<file path="config.mk">
export PLATFORM = sky130hd
export DESIGN_NAME = mem_arbiter_flat
export DESIGN_NICKNAME = d
export VERILOG_FILES = /design/src/rtl/mem_arbiter_if.sv /design/src/rtl/mem_arbiter.sv /design/src/flat_wrapper.sv
export SDC_FILE = /design/constraint.sdc
export NUM_CORES = 1
export LEC_CHECK = 0
export BUFFER_PORTS_ARGS = -buffer_cell sky130_fd_sc_hd__buf_2
export CORE_ASPECT_RATIO = 0.9
export CORE_MARGIN = 4
export CORE_UTILIZATION = 43
export DETAILED_ROUTE_END_ITERATION = 7
export PLACE_DENSITY = 0.76
export SETUP_SLACK_MARGIN = 0.15
export SLEW_MARGIN = 0
export SYNTH_ARGS = -nofsm -noshare
export SYNTH_HDL_FRONTEND = slang
export SYNTH_SLANG_ARGS = --single-unit
</file>
<file path="constraint.sdc">
create_clock -name sysclk -period 2.4 [get_ports sysclk]
set_clock_uncertainty 0.15 [all_clocks]
set_input_delay 0.72 -clock sysclk [delete_from_list [all_inputs] [get_ports sysclk]]
set_output_delay 0.72 -clock sysclk [all_outputs]
set_load 0.02 [all_outputs]
</file>
<file path="src/rtl/mem_arbiter_if.sv">
`default_nettype none
// ============================================================================
//  Module      : mem_arbiter_if
//  Description : Bundles the fetch port, the data port and the shared memory
//                port of mem_arbiter. The slave modport is the arbiter's view;
//                the master modport is the view of the surrounding system.
//  Revision    : 1.0 - initial release
// ============================================================================
interface mem_arbiter_if #(
    parameter int ADDR_W = 32
);
    // Instruction-fetch port
    logic              imem_req;
    logic [ADDR_W-1:0] imem_addr;
    logic [31:0]       imem_rdata;
    logic              imem_done;

    // Data port
    logic              dmem_req;
    logic              dmem_we;
    logic [ADDR_W-1:0] dmem_addr;
    logic [31:0]       dmem_wdata;
    logic [31:0]       dmem_rdata;
    logic              dmem_done;

    // Timeout indication
    logic              err;

    // Shared single-port memory
    logic              mem_req;
    logic              mem_we;
    logic [ADDR_W-1:0] mem_addr;
    logic [31:0]       mem_wdata;
    logic [31:0]       mem_rdata;
    logic              mem_ack;

    modport slave (
        input  imem_req, imem_addr, dmem_req, dmem_we, dmem_addr, dmem_wdata,
               mem_rdata, mem_ack,
        output imem_rdata, imem_done, dmem_rdata, dmem_done, err,
               mem_req, mem_we, mem_addr, mem_wdata
    );

    modport master (
        output imem_req, imem_addr, dmem_req, dmem_we, dmem_addr, dmem_wdata,
               mem_rdata, mem_ack,
        input  imem_rdata, imem_done, dmem_rdata, dmem_done, err,
               mem_req, mem_we, mem_addr, mem_wdata
    );
endinterface
`default_nettype wire

</file>
<file path="src/rtl/mem_arbiter.sv">
`default_nettype none
// ============================================================================
//  Module      : mem_arbiter
//  Description : Two-requester arbiter (instruction fetch, data) in front of a
//                single-port memory. One transfer at a time, completion by
//                mem_ack or by a cycle-count timeout (flagged on err).
//                Default arbitration is fixed priority, data over fetch.
//                Define MEMARB_ROUNDROBIN_EN to alternate between requesters
//                when both are eligible.
//  Revision    : 1.0 - initial release
// ============================================================================
module mem_arbiter #(
    parameter int ADDR_W  = 32,
    parameter int TIMEOUT = 255
) (
    input  logic         sysclk,
    input  logic         nrst_in,
    mem_arbiter_if.slave bus
);

    localparam logic [1:0] IDLE   = 2'd0;
    localparam logic [1:0] I_XFER = 2'd1;
    localparam logic [1:0] D_XFER = 2'd2;

    // The counter starts at 0 in the first transfer cycle, so the transfer
    // times out at the end of the cycle in which it holds TIMEOUT-1.
    localparam logic [15:0] TMO_LAST = 16'(TIMEOUT - 1);

    logic [1:0]        state;
    logic [15:0]       cycle_cnt;
    logic              elig_i;
    logic              elig_d;
    logic              grant_i;
    logic              grant_d;
    logic              timed_out;
    logic [ADDR_W-1:0] grant_addr;

    // A requester whose done is visible this cycle is still holding its
    // request for the transfer just finished; it must not be served again.
    assign elig_i = bus.imem_req && !bus.imem_done;
    assign elig_d = bus.dmem_req && !bus.dmem_done;

`ifdef MEMARB_ROUNDROBIN_EN
    // 1 when the most recent grant went to dmem. The reset value makes imem
    // the winner of the first tie after reset.
    logic last_dmem;

    // Tie goes to the requester that was not granted last
    always_comb begin
        grant_i = 1'b0;
        grant_d = 1'b0;
        if (elig_i && elig_d) begin
            grant_i = last_dmem;
            grant_d = !last_dmem;
        end else begin
            grant_i = elig_i;
            grant_d = elig_d;
        end
    end

    // Pointer follows every grant issued from IDLE
    always_ff @(posedge sysclk or negedge nrst_in) begin
        if (!nrst_in) begin
            last_dmem <= 1'b1;
        end else if ((state == IDLE) && (grant_i || grant_d)) begin
            last_dmem <= grant_d;
        end
    end
`else
    // Fixed priority: data port wins whenever it is eligible
    assign grant_d = elig_d;
    assign grant_i = elig_i && !elig_d;
`endif

    assign grant_addr = grant_d ? bus.dmem_addr : bus.imem_addr;
    assign timed_out  = (cycle_cnt == TMO_LAST);

    // Transfer sequencing: grant, hold the memory command, release on ack/timeout
    always_ff @(posedge sysclk or negedge nrst_in) begin
        if (!nrst_in) begin
            state         <= IDLE;
            cycle_cnt     <= 16'd0;
            bus.mem_req   <= 1'b0;
            bus.mem_we    <= 1'b0;
            bus.mem_addr  <= '0;
            bus.mem_wdata <= 32'd0;
        end else begin
            case (state)
                IDLE: begin
                    if (grant_i || grant_d) begin
                        state        <= grant_d ? D_XFER : I_XFER;
                        cycle_cnt    <= 16'd0;
                        bus.mem_req  <= 1'b1;
                        bus.mem_addr <= grant_addr;
                        // Fetches are always reads and carry no write data
                        bus.mem_we    <= grant_d ? bus.dmem_we : 1'b0;
                        bus.mem_wdata <= grant_d ? bus.dmem_wdata : 32'd0;
                    end
                end
                I_XFER, D_XFER: begin
                    if (bus.mem_ack || timed_out) begin
                        state       <= IDLE;
                        bus.mem_req <= 1'b0;
                    end else begin
                        cycle_cnt <= cycle_cnt + 16'd1;
                    end
                end
                default: begin
                    state       <= IDLE;
                    bus.mem_req <= 1'b0;
                end
            endcase
        end
    end

    // Completion pulses and read-data capture; ack takes precedence over timeout
    always_ff @(posedge sysclk or negedge nrst_in) begin
        if (!nrst_in) begin
            bus.imem_rdata <= 32'd0;
            bus.dmem_rdata <= 32'd0;
            bus.imem_done  <= 1'b0;
            bus.dmem_done  <= 1'b0;
            bus.err        <= 1'b0;
        end else begin
            bus.imem_done <= 1'b0;
            bus.dmem_done <= 1'b0;
            bus.err       <= 1'b0;
            if (state == I_XFER) begin
                if (bus.mem_ack) begin
                    bus.imem_done  <= 1'b1;
                    bus.imem_rdata <= bus.mem_rdata;
                end else if (timed_out) begin
                    bus.imem_done <= 1'b1;
                    bus.err       <= 1'b1;
                end
            end else if (state == D_XFER) begin
                if (bus.mem_ack) begin
                    bus.dmem_done <= 1'b1;
                    // Writes leave the last read value in place
                    if (!bus.mem_we) begin
                        bus.dmem_rdata <= bus.mem_rdata;
                    end
                end else if (timed_out) begin
                    bus.dmem_done <= 1'b1;
                    bus.err       <= 1'b1;
                end
            end
        end
    end

endmodule
`default_nettype wire

</file>
<file path="src/flat_wrapper.sv">
// flat-port wrapper written by rule: the top's interface ports become plain ports
module mem_arbiter_flat 
#(
    parameter int ADDR_W  = 32,
    parameter int TIMEOUT = 255
)
  (sysclk, nrst_in, bus_imem_req, bus_imem_addr, bus_dmem_req, bus_dmem_we, bus_dmem_addr, bus_dmem_wdata, bus_mem_rdata, bus_mem_ack, bus_imem_rdata, bus_imem_done, bus_dmem_rdata, bus_dmem_done, bus_err, bus_mem_req, bus_mem_we, bus_mem_addr, bus_mem_wdata);
  mem_arbiter_if #(.ADDR_W(ADDR_W)) bus_i ();
  input  logic sysclk;
  input  logic nrst_in;
  input wire logic [$bits(bus_i.imem_req)-1:0] bus_imem_req;
  input wire logic [$bits(bus_i.imem_addr)-1:0] bus_imem_addr;
  input wire logic [$bits(bus_i.dmem_req)-1:0] bus_dmem_req;
  input wire logic [$bits(bus_i.dmem_we)-1:0] bus_dmem_we;
  input wire logic [$bits(bus_i.dmem_addr)-1:0] bus_dmem_addr;
  input wire logic [$bits(bus_i.dmem_wdata)-1:0] bus_dmem_wdata;
  input wire logic [$bits(bus_i.mem_rdata)-1:0] bus_mem_rdata;
  input wire logic [$bits(bus_i.mem_ack)-1:0] bus_mem_ack;
  output wire logic [$bits(bus_i.imem_rdata)-1:0] bus_imem_rdata;
  output wire logic [$bits(bus_i.imem_done)-1:0] bus_imem_done;
  output wire logic [$bits(bus_i.dmem_rdata)-1:0] bus_dmem_rdata;
  output wire logic [$bits(bus_i.dmem_done)-1:0] bus_dmem_done;
  output wire logic [$bits(bus_i.err)-1:0] bus_err;
  output wire logic [$bits(bus_i.mem_req)-1:0] bus_mem_req;
  output wire logic [$bits(bus_i.mem_we)-1:0] bus_mem_we;
  output wire logic [$bits(bus_i.mem_addr)-1:0] bus_mem_addr;
  output wire logic [$bits(bus_i.mem_wdata)-1:0] bus_mem_wdata;
  assign bus_i.imem_req = bus_imem_req;
  assign bus_i.imem_addr = bus_imem_addr;
  assign bus_i.dmem_req = bus_dmem_req;
  assign bus_i.dmem_we = bus_dmem_we;
  assign bus_i.dmem_addr = bus_dmem_addr;
  assign bus_i.dmem_wdata = bus_dmem_wdata;
  assign bus_i.mem_rdata = bus_mem_rdata;
  assign bus_i.mem_ack = bus_mem_ack;
  assign bus_imem_rdata = bus_i.imem_rdata;
  assign bus_imem_done = bus_i.imem_done;
  assign bus_dmem_rdata = bus_i.dmem_rdata;
  assign bus_dmem_done = bus_i.dmem_done;
  assign bus_err = bus_i.err;
  assign bus_mem_req = bus_i.mem_req;
  assign bus_mem_we = bus_i.mem_we;
  assign bus_mem_addr = bus_i.mem_addr;
  assign bus_mem_wdata = bus_i.mem_wdata;
  mem_arbiter #(.ADDR_W(ADDR_W), .TIMEOUT(TIMEOUT)) u_core (.sysclk(sysclk), .nrst_in(nrst_in), .bus(bus_i));
endmodule
</file>
==> qor.txt <==
====================================================================================
Outcome                                                                    completed
Number of warnings reported in the yosys synthesis log                             0
Final design utilization                                                       60.4%
Multi-input gate area                                                     2520 sq um
Leftover overflow at the end of global routing                                     0
Share of the synthesized area in the top cell type                             58.8%
Post-synth top flop                                                     sky130_fd_sc_hd__dfrtp_1
First-pass GRT wire length                                                   27.0 mm
Share of the clock period used by the worst path after layout                  93.2%
Buffer depth of the longest clock path                                             2
Clock Pin Slew Worst Setup and Hold Paths                                    0.07 ns
EDFF count, synth                                                                  0
CTS tree                                                                         yes
Number of top-level pins                                                         267
Antenna diode count                                                                0
Final weighted congestion of routability-driven global placement               0.874
# fillers                                                                       1180
Pre-antenna DRT Iters                                                              4
Number of antenna violations at the first check in global routing                  2
Register cell area after layout                                           3780 sq um
Fraction of final layout cells sized beyond drive strength 1                   51.2%
Die Area                                                                 17000 sq um
Effective utilization at floorplan                                             43.8%
Mean Syn Cell Area                                                        12.7 sq um
Cell at the root of the clock tree                                      sky130_fd_sc_hd__clkbuf_16
Clk sink count                                                                   151
Dominant cells by area after synthesis                                  sky130_fd_sc_hd__dfrtp_1, sky130_fd_sc_hd__mux2_2, sky130_fd_sc_hd__mux2i_1
Max Cap Violations                                                                 0
Nets@finish                                                                      933
Max-slew violation total from the final report                                     0
Vias in the first global route                                                  5033
Type of the setup path with the least slack                               reg -> reg
Required time of the critical path                                           2.54 ns
Total power of the final layout                                              12.4 mW
Final sum of negative setup slack                                               0 ns
Post-Syn Nets                                                                    646
Worst max-slew margin expressed relative to the limit                          66.8%
Row cnt                                                                           42
Type of element launching the critical path                                     flop
Cell count after synthesis                                                       506
Final wirelength                                                             17.4 mm
Sequential-to-total area share from yosys stat                                 58.8%
Library cell occupying the most area in the post-synthesis netlist      sky130_fd_sc_hd__dfrtp_1
Chip width                                                               137 microns
Fmax                                                                         447 MHz
Ratio of total power to cell area                                       1400 nW/um^2
Die span in y                                                            124 microns
Via density per instance                                                        5.03
Post-route DRC                                                                     0
Proportion of synthesized flip-flops having asynchronous set or reset           100%
Endpoint class of the critical path                                             flop
List of most frequent post-synthesis cells                              sky130_fd_sc_hd__dfrtp_1, sky130_fd_sc_hd__mux2_2, sky130_fd_sc_hd__nand2_1
Pin count of the biggest net entering global routing                              46
Hold Path Class                                                          in -> async
Count of distinct cell types in the synthesized netlist                           54
WL/cell                                                                 17.3 microns
Synthesis-to-finish area growth                                                38.0%
Number of storage elements in the synthesis netlist                              151
HPWL after detailed placement                                                13.3 mm
CTS H-Tree Depth                                                                   4
Critical path peak fanout                                                          5
Number of clock buffers inserted by TritonCTS                                     17
Worst-margin pin slew                                                       0.497 ns
Arr. time, crit path                                                         2.38 ns
Placeable core region                                                    14700 sq um
Overall track demand over capacity in global routing                           20.9%
Peak per-stage delay on the critical path                                    0.58 ns
Count of port buffers added during placement                                     266
Final number of setup-violating endpoints                                          0
Static power due to leakage                                                  4.50 nW
Iteration-0 DRC count of the detailed router                                     326
Post-Synthesis Cell Area                                                  6420 sq um
Worst hold margin                                                          0.0653 ns
Residual antenna-violating net count after detailed routing                        0
Setup repair after global routing missed its margin                              yes
Post-CTS Hold Fix Bufs                                                             0
Count of vias placed by the detailed router                                     5047
Critical Path, Cell by Cell                                             or4b_4 -> or4_4 -> and2_4 -> a311o_1
Tmin final                                                                   2.24 ns
Peak supply drop                                                          0.000799 V
Count of final hold-check violations                                               0
Most frequently used cell type in the post-synthesis netlist            sky130_fd_sc_hd__dfrtp_1
Clock network latency to the later pin of the worst-skew pair                0.41 ns
Crit-path slowest cell                                                  sky130_fd_sc_hd__or4_4
Internal reg-to-reg setup slack                                              0.16 ns
====================================================================================
[through the flow]
stage                     instances  setup WS (ns)  cell area, sq um
after floorplan                 506          0.153              6430
after global placement          967          0.143              8210
after detailed placement        967          0.126              8210
after CTS                      1001          0.164              8820
after global routing           1004          0.130              8860
final                          1004          0.163              8860
[path summary, 6_finish.rpt]
check                           depth (start not counted)                                    to                           startpoint
worst max-delay path                                    4      u_core.cycle_cnt[15]$_DFFE_PN0P_      u_core.cycle_cnt[9]$_DFFE_PN0P_
worst min-delay path                                    1  u_core.bus.dmem_rdata[8]$_DFFE_PN0P_                              nrst_in
worst max register to register                          4      u_core.cycle_cnt[15]$_DFFE_PN0P_      u_core.cycle_cnt[9]$_DFFE_PN0P_
worst min register to register                          2   u_core.bus.mem_addr[25]$_DFFE_PN0P_  u_core.bus.mem_addr[25]$_DFFE_PN0P_
max in group asynchronous                               2   u_core.bus.mem_wdata[6]$_DFFE_PN0P_                              nrst_in
min in group sysclk                                     2   u_core.bus.mem_addr[25]$_DFFE_PN0P_  u_core.bus.mem_addr[25]$_DFFE_PN0P_
[state kept, by name, indices dropped and copies added, names as in the netlist]
register               count
u_core.cycle_cnt          16
u_core.state               2
u_core.bus.imem_done       1
u_core.bus.dmem_done       1
u_core.bus.mem_req         1
u_core.bus.mem_wdata      32
u_core.bus.mem_we          1
u_core.bus.imem_rdata     32
u_core.bus.dmem_rdata     32
u_core.bus.mem_addr       32
u_core.bus.err             1
[routing by layer]
layer | vias up | wire [microns] | global-route usage, %
met4 | 4 | 296 | 6.67
met1 | 2389 | 6880 | 25.5
met3 | 27 | 1200 | 6.22
met5 | - | 22 | 0
met2 | 176 | 9020 | 35.9
li1 | 2451 | - | -
[placed cells by master (no fill, tap or decap), drive strengths merged, types with 3 or more instances in the layout]
cell    count
nor2        6
nand3       8
nor4        3
nand4       7
mux2i      32
o21ai      38
nand4b      5
nor2b       3
nand2      46
o211ai      3
dfrtp     151
o41a        4
or4b        3
a211o       3
buf       302
and3        3
clkbuf     18
a31oi       3
clkinv      4
inv        17
nor3        3
a22o       33
ha          6
o41ai       5
mux2       64
[power breakdown]
| group | internal, mW | switching (mW) |
|---|---|---|
| registers | 3.69 | 0.610 |
| logic | 2.19 | 3.29 |
| clock network | 1.51 | 1.16 |
[layout make-up]
cell class | count | area share [%]
Sequential cell | 151 | 42.7
Multi-Input combinational cell | 312 | 28.4
Timing Repair Buffer | 302 | 19.0
Clock buffer | 18 | 4.96
Tap cell | 198 | 2.80
Clock inverter | 14 | 1.79
Inverter | 9 | 0.381
[timing repair]
item                                    in CTS  in global routing
buffers inserted                             2                  3
endpoints found under the setup margin       2                  6
gates resized for setup                      0                  2
[cells by family after synthesis]
family | count (synthesis) | synth area share, %
mux | 96 | 16.2
buf+inv | 43 | 2.71
flops | 151 | 58.8
compound gates | 111 | 12.8
simple gates | 99 | 8.30
fa+ha+maj | 6 | 1.17
[worst max-delay path, delay by kind of cell, from the launching register on]
| family | cells | cell delay (ns) |
|---|---|---|
| compound gates | 1 | 0.26 |
| flops | 1 | 0.38 |
| simple gates | 3 | 1.33 |
Power figures use the tool's default switching activity.
